[config.mk]
export PLATFORM = sky130hd
export DESIGN_NAME = wb_regfile
export DESIGN_NICKNAME = d
export VERILOG_FILES = /design/src/rtl/wb_regfile_pkg.sv /design/src/rtl/wb_regfile_regfile_2r1w.sv /design/src/rtl/wb_regfile.sv
export SDC_FILE = /design/constraint.sdc
export NUM_CORES = 2
export LEC_CHECK = 0
export BUFFER_PORTS_ARGS = -buffer_cell sky130_fd_sc_hd__buf_4
export CAP_MARGIN = 0
export CORE_UTILIZATION = 45
export CTS_CLUSTER_DIAMETER = 30
export DETAILED_ROUTE_END_ITERATION = 8
export HOLD_SLACK_MARGIN = 0.08
export PLACE_DENSITY = 0.68
export SLEW_MARGIN = 20
export SYNTH_ARGS = -nofsm -noshare
export SYNTH_HDL_FRONTEND = slang
export SYNTH_SLANG_ARGS = --single-unit
[constraint.sdc]
create_clock -name clk -period 70.2 [get_ports clk]
set_clock_uncertainty 0.05 [all_clocks]
set_input_delay 3.51 -clock clk [delete_from_list [all_inputs] [get_ports clk]]
set_output_delay 3.51 -clock clk [all_outputs]
set_load 0.03 [all_outputs]
[src/rtl/wb_regfile_pkg.sv]
// Shared MEM/WB pipeline definitions: field widths and the writeback bundle.
package wb_regfile_pkg;

  localparam int REG_ADDR_W = 5;
  localparam int XLEN       = 32;

  // Registered writeback bundle as it leaves the MEM/WB pipeline register.
  typedef struct packed {
    logic                  regwrite;
    logic                  memtoreg;
    logic [REG_ADDR_W-1:0] dest;
    logic [XLEN-1:0]       memadd;
    logic [XLEN-1:0]       memdata;
  } wb_bundle;

endpackage

[src/rtl/wb_regfile_regfile_2r1w.sv]
// Architectural register storage: one write port, two combinational read
// ports with write-first bypass, asynchronous clear.
module regfile_2r1w
  import wb_regfile_pkg::*;
#(
  parameter int NREG     = 32,
  parameter int XLEN     = wb_regfile_pkg::XLEN,
  parameter int ZERO_REG = 1,
  parameter int AW       = $clog2(NREG)
) (
  input  logic            clk,
  input  logic            res,
  input  logic            we,
  input  logic [AW-1:0]   waddr,
  input  logic [XLEN-1:0] wdata,
  input  logic [AW-1:0]   raddrA,
  input  logic [AW-1:0]   raddrB,
  output logic [XLEN-1:0] rdataA,
  output logic [XLEN-1:0] rdataB
);

  logic [XLEN-1:0] mem [NREG];

  // Storage update: whole array clears on reset, otherwise one write per edge.
  always_ff @(posedge clk or posedge res) begin
    if (res) begin
      for (int i = 0; i < NREG; i++) mem[i] <= '0;
    end else if (we) begin
      mem[waddr] <= wdata;
    end
  end

  // Reads: hard zero for r0, then same-cycle bypass of the pending write,
  // otherwise the stored value. Bypass needs we=1 so X on waddr is harmless.
  assign rdataA = ((ZERO_REG != 0) && (raddrA == '0)) ? '0 :
                  (we && (raddrA == waddr))           ? wdata : mem[raddrA];
  assign rdataB = ((ZERO_REG != 0) && (raddrB == '0)) ? '0 :
                  (we && (raddrB == waddr))           ? wdata : mem[raddrB];

endmodule

[src/rtl/wb_regfile.sv]
// Writeback stage consumer: selects the writeback value, commits it into the
// register file, and publishes a one-cycle forwarding record plus a count of
// committed writes.
module wb_regfile
  import wb_regfile_pkg::*;
#(
  parameter int NREG     = 32,
  parameter int XLEN     = wb_regfile_pkg::XLEN,
  parameter int ZERO_REG = 1
) (
  input  logic                  clk,
  input  logic                  res,
  input  logic                  iRegWrite,
  input  logic                  iMemtoReg,
  input  logic [REG_ADDR_W-1:0] iRegDest,
  input  logic [XLEN-1:0]       iMemAdd,
  input  logic [XLEN-1:0]       iMemData,
  input  logic [REG_ADDR_W-1:0] iRsAddr,
  input  logic [REG_ADDR_W-1:0] iRtAddr,
  output logic [XLEN-1:0]       oRsData,
  output logic [XLEN-1:0]       oRtData,
  output logic [XLEN-1:0]       oWbData,
  output logic                  oFwdValid,
  output logic [REG_ADDR_W-1:0] oFwdDest,
  output logic [XLEN-1:0]       oFwdData,
  output logic [31:0]           oWbCount
);

  logic                  commit;
  logic                  vld_p1;
  logic [REG_ADDR_W-1:0] fwdDest_p1;
  logic [XLEN-1:0]       fwdData_p1;
  logic [31:0]           wbCount_p1;

  // Writeback mux and commit qualifier; writes to r0 are dropped when it is
  // hardwired, and nothing but iRegWrite can enable a commit.
  assign oWbData = iMemtoReg ? iMemData : iMemAdd;
  assign commit  = iRegWrite && !((ZERO_REG != 0) && (iRegDest == '0));

  regfile_2r1w #(
    .NREG     (NREG),
    .XLEN     (XLEN),
    .ZERO_REG (ZERO_REG),
    .AW       (REG_ADDR_W)
  ) uRegs (
    .clk    (clk),
    .res    (res),
    .we     (commit),
    .waddr  (iRegDest),
    .wdata  (oWbData),
    .raddrA (iRsAddr),
    .raddrB (iRtAddr),
    .rdataA (oRsData),
    .rdataB (oRtData)
  );

  // ---- stage p1: forwarding record and committed-write counter ----
  always_ff @(posedge clk or posedge res) begin
    if (res) begin
      vld_p1     <= 1'b0;
      fwdDest_p1 <= '0;
      fwdData_p1 <= '0;
      wbCount_p1 <= '0;
    end else begin
      vld_p1     <= commit;
      fwdDest_p1 <= iRegDest;
      fwdData_p1 <= oWbData;
      if (commit) wbCount_p1 <= wbCount_p1 + 32'd1;
    end
  end

  assign oFwdValid = vld_p1;
  assign oFwdDest  = fwdDest_p1;
  assign oFwdData  = fwdData_p1;
  assign oWbCount  = wbCount_p1;

endmodule

==> impl_metrics.yaml <==
sta:
  setup_ws_ns: 58.99
  grt_setup_unrepaired: "false"
  worst_slew_pin_tran_ns: 1.23
  final-max-slew-violation-count: 0
  period_minus_slack_ns: 11.21
  max_freq_ghz: 0.0892
  timing.slew.headroom: 0.180
  final.period_utilization: 0.160
  finalHoldViolCount: 0
  worst_hold_slack_ns: 0.342
  setup-tns-final_ns: 0
  setup_viol_count_final: 0
critical_path:
  timing.critical_path.depth: 9
  cp_slowest_stage_delay_ns: 0.79
  worst_ep_required_time_ns: 66.64
  regToRegStartpoint: "oWbCount[7]"
  cp_data_arrival_time_ns: 7.65
  criticalPathCategory: "in -> out"
  worst-r2r-cell-count: 5
  critical-path-top-cell-by-count: "buf_4"
  largest_fanout_of_any_net_on_the_critical_path: 53
  rr_endpoint: "oWbCount[26]"
  critical-path-top-delay-family: "buffers and inverters"
  end_kind: "output port"
  critical_path.startpoint_type: "input pin"
  timing.critical_path.buf_inv: 5
  timing.critical_path.to: "oRsData[14]"
  path_cells: "buf_8, buf_4, buf_4, buf_4, mux4_2, mux4_2, o22ai_1, a211oi_1, buf_4"
  setup.worst_path.start: "iRsAddr[1]"
  regToRegSetupSlack_ns: 68.05
  slowest_stage: "buf_4"
cts:
  cts_tree: "built"
  number_of_buffers_inserted_to_repair_setup_after_cts: 0
  post_cts_hold_buffer_count: 0
  post_cts.resized_instances: 0
  clock_sinks: 1094
  cts.clk_slew.worst_paths_ns: 0.04
  cts_buffers: 239
  root_buffer: "clkbuf_16"
  clock_latency_ns: 0.83
  ctsHtreeMaxLevel: 4
  cts-root-to-sink-buffers: 3
global_route:
  globalRouteOverflowTotal: 0
  grt_antenna_before_repair: 5
  grt_max_degree: 114
  first_global_vias: 44500
  grt_pass1_wl_mm: 291
  global_route.usage.total: 0.311
placement:
  dpl.hpwl_mm: 106
  portBuffers: 248
  gpl.final_weighted_congestion: 0.836
  place_ws_ns: 59.07
yosys:
  yosysWarningCount: 0
  mappedNetlistNets: 5099
  synth-edff-count: 0
  netlist_area_mm2: 0.0563
  synth_largest_type_area_fraction: 0.486
  synth_area_per_cell_um2: 11.2
  commonest_register_cell_after_synthesis: "dfrtp_1"
  postSynthCellCount: 5015
  synth.yosys.seq_area_share: 0.486
  netlist_top_cells_count: "1094 x dfrtp_1, 658 x nand2_1, 642 x o21ai_0"
  number_of_flip_flops_and_latches_in_the_synthesized_netlist: 1094
  synth.most_common_cell: "dfrtp_1"
  post_synth_num_cell_types: 65
  yosys.area.top_type: "dfrtp_1"
  synth_area_leaders: "dfrtp_1 49%, mux4_2 19%, o21ai_0 5.7%"
  postSynth.asyncResetShare: 1.00
floorplanning:
  standard_cell_core_area_mm2: 0.124
  rows: 129
  die_width_um: 356
  die_y_um: 356
  num_io_pins: 249
  initial_utilization: 0.454
  fp.dieArea_mm2: 0.127
run_status:
  violations: "DRC"
  outcome: "finished, violations left"
route:
  wl_mm: 195
  via_per_inst: 6.40
  ant_nets: 0
  via_count: 44400
  detailedRoute.firstPassIterationCount: 7
  detail_route.iter0.violations: 5245
  detail_route.wl_per_cell_um: 28.2
  drc: 24
pwr:
  powerDensity_mw_per_mm2: 36.3
  cellLeakagePower_nw: 29.5
  vdd_ir_drop_max_mv: 0.0282
cells_and_area:
  fin_nets: 5167
  flow.area_growth_from_synthesis_pct: 20.1
  layout.filler_cells: 10200
  post_route_cells_drive_above_1_share: 0.258
min_path:
  hold_path_class: "reg -> reg"
run:
  cap_violations: 0
-- how the worst min path moves through the flow --
stage	start	endpoint	slack [ns]	cells after the start
2_1_floorplan	uRegs.mem[1001]	uRegs.mem[1001]	0.39	1
3_3_place_gp	uRegs.mem[996]	uRegs.mem[996]	0.33	0
3_5_place_dp	uRegs.mem[1017]	uRegs.mem[1017]	0.33	0
4_1_cts	uRegs.mem[1022]	uRegs.mem[1022]	0.34	0
5_1_grt	uRegs.mem[1008]	uRegs.mem[1008]	0.35	0
6_report	uRegs.mem[1022]	uRegs.mem[1022]	0.34	0
-- state kept, by name, indices dropped and copies added (netlist names) --
signal / flops
oFwdData: 32
uRegs.mem: 1024
oFwdDest: 5
oFwdValid: 1
oWbCount: 32
-- where the power goes --
group          total (mW)  internal, mW  leakage [nW]  switching, mW
Combinational       0.434         0.208          11.6          0.226
Clock                1.16         0.775          4.08          0.386
Sequential          0.860         0.759          13.8          0.100
-- through the flow --
| step | instances | cell area (µm²) | utilization | total power, mW |
|---|---|---|---|---|
| 4_1_cts | 6933 | 67500 | 0.545 | 2.45 |
| 2_1_floorplan | 5015 | 56300 | - | 1.16 |
| 3_5_place_dp | 6477 | 59100 | 0.476 | 1.29 |
| 5_1_grt | 6935 | 67600 | 0.545 | 2.55 |
| 3_3_place_gp | 6476 | 59000 | 0.476 | 1.27 |
| 6_report | 6936 | 67600 | 0.545 | 2.45 |
-- cell families after synthesis --
family | Yosys count | share of synthesized area
AO/OA/AOI/OAI | 1317 | 0.131
XOR/XNOR | 41 | 0.00638
adder cells (fa/ha/maj) | 1 | 0.000222
buffers and inverters | 570 | 0.0480
flip-flops | 1094 | 0.486
multiplexers | 792 | 0.244
AND/OR/NAND/NOR | 1200 | 0.0840
-- layout make-up --
| cell class | instances | area [µm²] | area share |
|---|---|---|---|
| multi-input cells | 3351 | 26700 | 0.395 |
| clock inverters | 156 | 1820 | 0.0269 |
| repair buffers | 355 | 2790 | 0.0412 |
| diodes | 1 | 2.50 | 0.0000370 |
| flip-flops and latches | 1094 | 27400 | 0.405 |
| inverters | 42 | 170 | 0.00252 |
| well taps | 1637 | 2050 | 0.0303 |
| clock buffers | 300 | 6670 | 0.0986 |
-- cells in the final DEF (no fill, tap or decap), types with 7 or more instances in the layout --
cell        Yosys  final
dfrtp_1      1094   1094
nand2_1       658    646
o21ai_0       642    642
mux4_2        464    464
nor2_1        445    431
a21oi_1       420    419
buf_4          37    344
mux2i_1       308    276
clkbuf_16       0    245
a221oi_1       61     61
o22ai_1        57     57
clkinv_2        0     43
a211oi_1       38     38
clkinvlp_4      0     37
inv_1          37     34
xnor2_1        33     33
clkbuf_8        0     33
nand3_1        35     32
bufinv_16       0     28
a22oi_1        24     24
mux2i_2         0     22
clkinv_4        0     22
clkbuf_1      333     22
mux2_2         20     20
inv_6           0     20
a221o_1        18     18
nor2_4          0     12
nand2_4         0     11
mux2i_4         0     10
and3_1          9      8
xor2_1          8      8
a211o_1         8      8
nand4_1         7      7
o221ai_1        7      7
-- per-layer routing --
layer  wire length, µm  GRT usage  vias to the layer above
met5                59          0                        -
met4             11400      0.179                       10
met3             21600     0.0854                      615
met2             87100      0.456                     2785
met1             75300      0.416                    22500
li1                  -          -                    18500
No activity file was read; power rests on OpenSTA's default activity.
